### config.mk
export PLATFORM = sky130hd
export DESIGN_NAME = pfd_tdc
export DESIGN_NICKNAME = d
export VERILOG_FILES = /design/src/rtl/pfd_pkg.sv /design/src/rtl/pfd_edge_sync.sv /design/src/rtl/pfd_tdc.sv
export SDC_FILE = /design/constraint.sdc
export NUM_CORES = 1
export LEC_CHECK = 0
export BUFFER_PORTS_ARGS = -buffer_cell sky130_fd_sc_hd__buf_4
export CAP_MARGIN = 30
export CORE_ASPECT_RATIO = 0.6
export CORE_MARGIN = 4
export CORE_UTILIZATION = 45
export DETAILED_ROUTE_END_ITERATION = 8
export HOLD_SLACK_MARGIN = 0.1
export SYNTH_ARGS = -nofsm -noshare
export SYNTH_HDL_FRONTEND = slang
export SYNTH_SLANG_ARGS = --single-unit
### constraint.sdc
create_clock -name sys_clk -period 2.5 [get_ports sys_clk]
set_input_delay 0.625 -clock sys_clk [delete_from_list [all_inputs] [get_ports sys_clk]]
set_output_delay 0.625 -clock sys_clk [all_outputs]
set_load 0.02 [all_outputs]
### src/rtl/pfd_pkg.sv
// Shared definitions for the phase-frequency detector / TDC and the loop filter
// that consumes its samples: state encoding, error sign convention and the
// saturation limit helper.
package pfd_pkg;

  localparam logic [1:0] STATE_IDLE = 2'd0;
  localparam logic [1:0] STATE_UP   = 2'd1;
  localparam logic [1:0] STATE_DOWN = 2'd2;

  typedef enum logic [1:0] {
    ST_IDLE = STATE_IDLE,
    ST_UP   = STATE_UP,
    ST_DOWN = STATE_DOWN
  } pfd_state_e;

  // Positive error: ref edge arrived first. Negative error: fb edge arrived first.
  localparam int ERR_SIGN_REF_LEAD = 1;
  localparam int ERR_SIGN_FB_LEAD  = -1;

  // Largest magnitude a signed error word of width w may carry. The most
  // negative code is never produced so the word stays symmetric.
  function automatic int err_max(input int w);
    return (1 << (w - 1)) - 1;
  endfunction

endpackage

### src/rtl/pfd_edge_sync.sv
// Multi-flop synchroniser for an asynchronous clock input followed by a
// single-cycle rising-edge detector on the two oldest stages.
module pfd_edge_sync #(
  parameter int SYNC_STAGES = 3
) (
  input  logic sys_clk,
  input  logic rst,
  input  logic async_in,
  output logic rise
);

  logic [SYNC_STAGES-1:0] sync_q;

  // Shift the asynchronous input through the synchroniser chain.
  always_ff @(posedge sys_clk or posedge rst) begin
    if (rst) sync_q <= '0;
    else     sync_q <= {sync_q[SYNC_STAGES-2:0], async_in};
  end

  assign rise = (sync_q[SYNC_STAGES-1:SYNC_STAGES-2] == 2'b01);

endmodule

### src/rtl/pfd_tdc.sv
// Phase-frequency detector with time-to-digital output. Counts sys_clk cycles
// between ref and fb rising edges and issues a signed, strobed error sample.
// Optional lock detector is built only when PFD_TDC_LOCK_DET_EN is defined;
// otherwise locked is tied low.
//
//  state   | meaning
//  --------+-----------------------------------------------
//  ST_IDLE | waiting for the first edge of a pair
//  ST_UP   | ref edge seen, counting until fb edge
//  ST_DOWN | fb edge seen, counting until ref edge
module pfd_tdc
  import pfd_pkg::*;
#(
  parameter int SYNC_STAGES = 3,
  parameter int ERR_W       = 12,
  parameter int TIMEOUT     = 2047,
  parameter int LOCK_TOL    = 2,
  parameter int LOCK_COUNT  = 16
) (
  input  logic                    sys_clk,
  input  logic                    rst,
  input  logic                    ref_clk,
  input  logic                    fb_clk,
  input  logic                    enable,
  output logic signed [ERR_W-1:0] error_out,
  output logic                    err_valid,
  output logic                    up,
  output logic                    dn,
  output logic                    slip,
  output logic                    locked
);

  localparam int CW = ERR_W - 1;
  localparam logic signed [ERR_W-1:0] ERR_POS = ERR_W'(err_max(ERR_W));
  localparam logic signed [ERR_W-1:0] ERR_NEG = -ERR_POS;
  localparam logic [CW-1:0] CNT_MAX     = '1;
  localparam logic [CW-1:0] CNT_ONE     = CW'(1);
  localparam logic [CW-1:0] TIMEOUT_CNT = CW'(TIMEOUT);

  logic ref_rise, fb_rise;

  pfd_edge_sync #(.SYNC_STAGES(SYNC_STAGES)) u_ref_sync (
    .sys_clk  (sys_clk),
    .rst      (rst),
    .async_in (ref_clk),
    .rise     (ref_rise)
  );

  pfd_edge_sync #(.SYNC_STAGES(SYNC_STAGES)) u_fb_sync (
    .sys_clk  (sys_clk),
    .rst      (rst),
    .async_in (fb_clk),
    .rise     (fb_rise)
  );

  pfd_state_e              state, state_nxt;
  logic [CW-1:0]           cnt, cnt_nxt;
  logic                    emit, slip_nxt;
  logic signed [ERR_W-1:0] emit_val;

  // State, counter and output registers; error_out holds between strobes.
  always_ff @(posedge sys_clk or posedge rst) begin
    if (rst) begin
      state     <= ST_IDLE;
      cnt       <= '0;
      error_out <= '0;
      err_valid <= 1'b0;
      slip      <= 1'b0;
      up        <= 1'b0;
      dn        <= 1'b0;
    end else begin
      state     <= state_nxt;
      cnt       <= cnt_nxt;
      err_valid <= emit;
      slip      <= slip_nxt;
      up        <= (state_nxt == ST_UP);
      dn        <= (state_nxt == ST_DOWN);
      if (emit) error_out <= emit_val;
    end
  end

  // Next-state, counter and sample generation. A repeated leading edge is a
  // cycle slip: the old measurement is reported saturated and the new edge
  // restarts the count in the same direction.
  always_comb begin
    state_nxt = state;
    cnt_nxt   = cnt;
    emit      = 1'b0;
    emit_val  = '0;
    slip_nxt  = 1'b0;
    if (!enable) begin
      state_nxt = ST_IDLE;
      cnt_nxt   = '0;
    end else begin
      unique case (state)
        ST_IDLE: begin
          if (ref_rise && fb_rise) begin
            emit     = 1'b1;
            emit_val = '0;
          end else if (ref_rise) begin
            state_nxt = ST_UP;
            cnt_nxt   = CNT_ONE;
          end else if (fb_rise) begin
            state_nxt = ST_DOWN;
            cnt_nxt   = CNT_ONE;
          end
        end
        ST_UP: begin
          if (fb_rise) begin
            emit      = 1'b1;
            emit_val  = $signed({1'b0, cnt});
            state_nxt = ST_IDLE;
            cnt_nxt   = '0;
          end else if (ref_rise) begin
            emit     = 1'b1;
            emit_val = ERR_POS;
            slip_nxt = 1'b1;
            cnt_nxt  = CNT_ONE;
          end else if (cnt == TIMEOUT_CNT) begin
            emit      = 1'b1;
            emit_val  = ERR_POS;
            slip_nxt  = 1'b1;
            state_nxt = ST_IDLE;
            cnt_nxt   = '0;
          end else if (cnt != CNT_MAX) begin
            cnt_nxt = cnt + CNT_ONE;
          end
        end
        ST_DOWN: begin
          if (ref_rise) begin
            emit      = 1'b1;
            emit_val  = -$signed({1'b0, cnt});
            state_nxt = ST_IDLE;
            cnt_nxt   = '0;
          end else if (fb_rise) begin
            emit     = 1'b1;
            emit_val = ERR_NEG;
            slip_nxt = 1'b1;
            cnt_nxt  = CNT_ONE;
          end else if (cnt == TIMEOUT_CNT) begin
            emit      = 1'b1;
            emit_val  = ERR_NEG;
            slip_nxt  = 1'b1;
            state_nxt = ST_IDLE;
            cnt_nxt   = '0;
          end else if (cnt != CNT_MAX) begin
            cnt_nxt = cnt + CNT_ONE;
          end
        end
        default: begin
          state_nxt = ST_IDLE;
          cnt_nxt   = '0;
        end
      endcase
    end
  end

`ifdef PFD_TDC_LOCK_DET_EN
  localparam int LCW = $clog2(LOCK_COUNT + 1);
  localparam logic [LCW-1:0]   LOCK_TARGET = LCW'(LOCK_COUNT);
  localparam logic [ERR_W-1:0] LOCK_TOL_W  = ERR_W'(LOCK_TOL);

  logic [LCW-1:0]   lock_cnt, lock_cnt_nxt;
  logic [ERR_W-1:0] err_mag;

  assign err_mag = error_out[ERR_W-1] ? ERR_W'(-error_out) : ERR_W'(error_out);

  // Run length of consecutive good samples, judged on the registered strobe.
  always_comb begin
    lock_cnt_nxt = lock_cnt;
    if (!enable) begin
      lock_cnt_nxt = '0;
    end else if (err_valid) begin
      if (!slip && (err_mag <= LOCK_TOL_W)) begin
        if (lock_cnt != LOCK_TARGET) lock_cnt_nxt = lock_cnt + LCW'(1);
      end else begin
        lock_cnt_nxt = '0;
      end
    end
  end

  // Lock counter and indicator; locked follows the counter reaching target.
  always_ff @(posedge sys_clk or posedge rst) begin
    if (rst) begin
      lock_cnt <= '0;
      locked   <= 1'b0;
    end else begin
      lock_cnt <= lock_cnt_nxt;
      locked   <= (lock_cnt_nxt == LOCK_TARGET);
    end
  end
`else
  assign locked = 1'b0;
`endif

endmodule

# [Word-level counts from Yosys, hierarchy flattened]
# Cells that the tools add are included.
[word_totals] inputBits=5 out_inout_bits=17 register_bits=35 word_cells=65
[op_classes] eq_ne=10 n_mux=41 add_sub_neg=2 n_reduce_logical=3
[op_table] operator="$mux W11" count=13
[op_table] operator="$mux W12" count=4
[op_table] operator="$pmux W11 S3" count=1
[op_table] operator="$pmux W12 S2" count=1
[op_table] operator="$mux W2" count=9
[op_table] operator="$neg A11 Y12" count=1
[op_table] operator="$add A11 B1 Y11 const B" count=1
[op_table] operator="$eq A11 B11 Y1 const B" count=1
[op_table] operator="$ne A11 B11 Y1 const B" count=1
[op_table] operator="$mux W1" count=10
[op_table] operator="$eq A2 B1 Y1 const B" count=4
[op_table] operator="$pmux W2 S3" count=1
[op_table] operator="$eq A2 B2 Y1 const B" count=2
[op_table] operator="$ne A4 B4 Y1 const B" count=1
[op_table] operator="$ne A3 B3 Y1 const B" count=1
[op_table] operator="$pmux W1 S3" count=1
[op_table] operator="$logic_not A2 Y1" count=1
[op_table] operator="$pmux W1 S2" count=1
[op_table] operator="$reduce_and A2 Y1" count=1
[op_table] operator="$logic_and A1 B1 Y1" count=1

# [Logic depth before layout (Yosys ltp)]
[depth] depth_word=7 depth_mapped=10 depth_no_buf=7

# [By module]
# Synthesis repeated with hierarchy kept, for this count alone.
[unflattened] hier_cells=244 area_unflattened_um2=2110.8
[by_module_without_submodules] module="pfd_tdc" cells_each=234 n_inst=1 seq_area_each_um2=725.7 area_per_inst_um2=1925.6
[by_module_without_submodules] module="pfd_edge_sync" cells_each=5 n_inst=2 seq_area_each_um2=75.1 area_per_inst_um2=92.6

# [Worst setup path before layout]
# OpenSTA, ideal clock, no wires.
[synth_path] kind="flip-flop to flip-flop" from="register cnt[1]" to="register error_out[3]" path_slack_ps=250 period_less_slack_ps=2250 stages_incl_launch_ff=10 setup_time_ps=119 t_arrival_ps=2131 required_time_ps=2381 path_buffers=2 cell_sequence="dfrtp_1 ha_1 nand3_4 or4_4 a221o_1 buf_6 clkinv_4 buf_12 o311ai_1 o21a_1"
[synth_between] elab_chain_len=6 word_cells_on_any_way=15 cone_classes="add/sub: 1; eq/ne: 1; mux: 13"
[synth_rtl] item="start: declaration" line_no="pfd_tdc.sv:57" text="logic [CW-1:0] cnt, cnt_nxt;"
[synth_rtl] item="start signal: assignment" line_no="pfd_tdc.sv:73" text="cnt <= cnt_nxt;"
[synth_rtl] item="$eq A11 B11 Y1 (*)" line_no="pfd_tdc.sv:119, pfd_tdc.sv:140"
[synth_rtl] item="$mux W1 (*)" line_no="pfd_tdc.sv:119, pfd_tdc.sv:140"
[synth_rtl] item="$mux W1 (on tied branches)" line_no="pfd_tdc.sv:135, pfd_tdc.sv:114"
[synth_rtl] item="$mux W1 (on tied branches)" line_no="pfd_tdc.sv:130, pfd_tdc.sv:109"
[synth_rtl] item="$pmux W1 S3 (*)" line_no="pfd_tdc.sv:95" text="unique case (state)"
[synth_rtl] item="$mux W1 (*)" line_no="pfd_tdc.sv:91" text="if (!enable) begin"
[synth_rtl] item="via emit" line_no="pfd_tdc.sv:58" text="logic emit, slip_nxt;"
[synth_rtl] item="end signal: assignment" line_no="pfd_tdc.sv:78" text="if (emit) error_out <= emit_val;"
[synth_rtl] item="end: declaration" line_no="pfd_tdc.sv:25" text="output logic signed [ERR_W-1:0] error_out,"
# Mark *: on every way through the listed nets, which the timed path passes. The rest lies on a longest branch.
# A chain may end at the register's enable or synchronous reset.

# [Worst setup path after layout]
[layout_path] from="register cnt[0]" to="register error_out[3]"
[layout_between] elab_chain_len=6 word_cells_on_any_way=15 cone_classes="add/sub: 1; eq/ne: 1; mux: 13"
[layout_rtl] item="branches (longest 6 deep; another with $neg A11 Y12)"
# Parallel ways; which one is timed is not known.

==> flow_summary_export.csv <==
group,metric,value,unit
run_status,run_status,"complete, no violations",
worst_setup_path,timing.critical_path.arrival,2.49,ns
clock_network,clkSinkCount,35,
clock_network,cts_resized,0,
drt,route.detailed.drc,0,
yosys,dominantRegCellSynth,"dfrtp_1",
yosys,yosys_register_bits,35,
global_route,wire_length_of_the_first_global_routing_pass,8783,um
floorplan,initial_utilization,46.71,%
drt,drt_wl_total,5156,um
global_route,largest_net_degree_at_the_start_of_global_routing,36,
job,cap_viol_max_count,0,
worst_setup_path,setup.worst_path.end_class,"flip-flop",
yosys,share_of_the_synthesized_area_in_the_top_cell_type,41.08,%
floorplan,row_count,19,
global_route,grt_remaining_overflow,0,
floorplan,io_pins,22,
drt,viasPerCell,5.497,
yosys,ys.warnings.count,0,
worst_setup_path,cp_data_required_time,2.69,ns
clock_network,holdBufCountCts,0,
final_layout,post-route-util,54.69,%
yosys,syn_area_per_cell,8.702,sq um
drt,drtPass1Iterations,4,
yosys,ys_seq_area_share,41.08,%
final_layout,final_net_count,285,
global_route,grt_usage,19.07,%
sta,timing.final.ws_setup,0.1938,ns
placed_design,io_buffer_count,20,
sta,hold_viol,0,
worst_setup_path,path_class,"flip-flop to flip-flop",
floorplan,die_height,61.32,um
placed_design,gpl.final_weighted_congestion,0.8841,
sta,final_period_minus_worst_setup_slack,2.306,ns
final_layout,synthToLayoutAreaGrowth,17.08,%
yosys,synth.area.top_cells,"dfrtp_1 41%, nand2_1 5.3%, o21ai_0 4.0%",
yosys,post_synth_inst_count,245,
placed_design,estimated_wirelength_of_the_detail_placed_design,3833,um
clock_network,cts-htree-levels,2,
worst_setup_path,worstPathMaxFanout,11,
yosys,netlist_area,2132,sq um
sta,timing_worst_slew_pin_value,0.6043,ns
worst_hold_path,hp-class,"flip-flop to flip-flop",
yosys,netlist-cell-type-count,53,
drt,drt-initial-drc-count,178,
worst_setup_path,setup.worst_path.start_class,"flip-flop",
sta,clock_skew,0.006148,ns
sta,timing.max_slew.rel_slack,59.29,%
clock_network,cts.clk_slew.worst_paths,0.08,ns
clock_network,clock_path_buffers,2,
sta,grt_setup_unrepaired,"false",
pwr,power_per_cell_area,593.3,nW/um^2
final_layout,n_antenna_cell,0,
drt,drt-wirelength-per-cell,15.25,um
yosys,synth_enable_flop_cells,0,
clock_network,insertion_delay,0.29,ns
sta,report.final.setup_viol,0,
floorplan,core_area,4564,sq um
placed_design,place_ws,0.1839,ns
sta,final_worst_path_period_share,92.25,%
clock_network,setup_buffers_after_cts,0,
yosys,syn_nets,256,
yosys,yosys.area.top_type,"dfrtp_1",
clock_network,clock_tree.root_cell,"clkbuf_8",
floorplan,fp.dieW,96.86,um
pwr,power.static_leakage,1.123,nW
floorplan,die-area,5939,sq um
clock_network,cts_tree,"built",
global_route,first_global_vias,1723,
sta,maxClockFrequency,433.6,MHz
drt,num_vias,1858,
sta,maxSlewViolCount,0,
clock_network,num_cts_buffers,5,
sta,totalNegativeSetupSlack,0,ns
global_route,antenna_found_initial,0,
yosys,synth-async-reset-ratio,100.0,%
drt,route.antenna.remaining_nets,0,
pwr,ir_worst_vdd,0.0003004,V
final_layout,drive_gt1_share,20.73,%
through the flow:
| step | hold WS [ns] | instance area [sq um] | power, mW | instances |
|---|---|---|---|---|
| 6_report | 0.3543 | 2496 | 1.481 | 338 |
| 3_3_place_gp | 0.3325 | 2411 | 1.084 | 330 |
| 4_1_cts | 0.3583 | 2496 | 1.493 | 338 |
| 3_5_place_dp | 0.3420 | 2411 | 1.081 | 330 |
| 5_1_grt | 0.3696 | 2496 | 1.569 | 338 |
| 2_1_floorplan | 0.3312 | 2132 | 0.9364 | 245 |
sequential cells by signal, indices dropped and copies added (netlist names):
| signal | flops |
|---|---|
| cnt | 11 |
| dn | 1 |
| err_valid | 1 |
| error_out | 12 |
| slip | 1 |
| state | 2 |
| u_fb_sync.sync_q | 3 |
| u_ref_sync.sync_q | 3 |
| up | 1 |
cells in the final DEF, fill, tap and decap left out, types with 2 or more instances in the layout:
cell type / n
o22ai_1: 2
nor2_1: 21
o21ai_1: 6
o21a_1: 2
buf_4: 43
nand2b_1: 6
o22a_1: 6
nand2_1: 30
o21ai_0: 17
xor2_1: 2
and3_1: 2
dfrtp_1: 35
a21oi_1: 11
nand3_1: 12
o32a_1: 3
o31ai_1: 4
nor4_1: 3
a221o_1: 2
nor3b_1: 2
nor2b_1: 5
clkbuf_8: 5
o41ai_1: 3
inv_1: 7
ha_1: 6
xnor2_1: 6
nor3_1: 7
cell families (layout without fill, tap and decap cells):
| family | count (synthesis) | count (layout) | synth area share [%] |
|---|---|---|---|
| buffers and inverters | 29 | 59 | 7.394 |
| XOR/XNOR | 8 | 8 | 3.287 |
| adder cells (fa/ha/maj) | 6 | 6 | 3.521 |
| multiplexers | 1 | 1 | 0.5281 |
| AO/OA/AOI/OAI | 66 | 66 | 20.66 |
| flip-flops | 35 | 35 | 41.08 |
| AND/OR/NAND/NOR | 99 | 99 | 23.36 |
| other | 1 | 1 | 0.1759 |
area by class of cell:
class                           instances  area [sq um]
Multi-Input combinational cell        181          1099
Timing Repair Buffer                   43         322.8
Tap cell                               63         78.83
Fill cell                             447          2068
Clock inverter                          2         12.51
Clock buffer                            6         72.57
Sequential cell                        35         875.8
Inverter                                8         35.03
layer usage:
layer	routed length (um)	GRT usage [%]	up-vias
li1	-	-	926
met1	2762	29.23	862
met3	360	5.204	4
met5	0	0	-
met4	60	7.600	0
met2	1973	25.00	66
synth_stat cells, types with 6 or more instances:
| cell type | instances |
|---|---|
| a21oi_1 | 11 |
| clkbuf_1 | 12 |
| dfrtp_1 | 35 |
| ha_1 | 6 |
| inv_1 | 7 |
| nand2_1 | 30 |
| nand2b_1 | 6 |
| nand3_1 | 12 |
| nor2_1 | 21 |
| nor3_1 | 7 |
| o21ai_0 | 17 |
| o21ai_1 | 6 |
| o22a_1 | 6 |
| xnor2_1 | 6 |
power breakdown:
group	internal, mW	switching, mW	total, mW
registers	0.622	0.0304	0.652
logic	0.178	0.239	0.416
clock network	0.195	0.218	0.412
critical path: stages, from the launching register on:
cell      delay, ns
dfrtp_1        0.35
ha_1           0.25
nand3_4        0.10
or4_4          0.56
a221o_1        0.53
clkinv_4       0.16
o311ai_1       0.12
o21a_1         0.13
worst paths after layout:
path / start / end / slack (ns) / cells past startpoint
max: cnt[0] / error_out[3] / 0.19 / 7
min: u_fb_sync.sync_q[0] / u_fb_sync.sync_q[1] / 0.35 / 0
max reg2reg: cnt[0] / error_out[3] / 0.19 / 7
min reg2reg: u_fb_sync.sync_q[0] / u_fb_sync.sync_q[1] / 0.35 / 0
max in group asynchronous: rst / cnt[8] / 1.75 / 3
min in group asynchronous: rst / error_out[7] / 0.43 / 3
No activity file was read; power rests on OpenSTA's default activity.
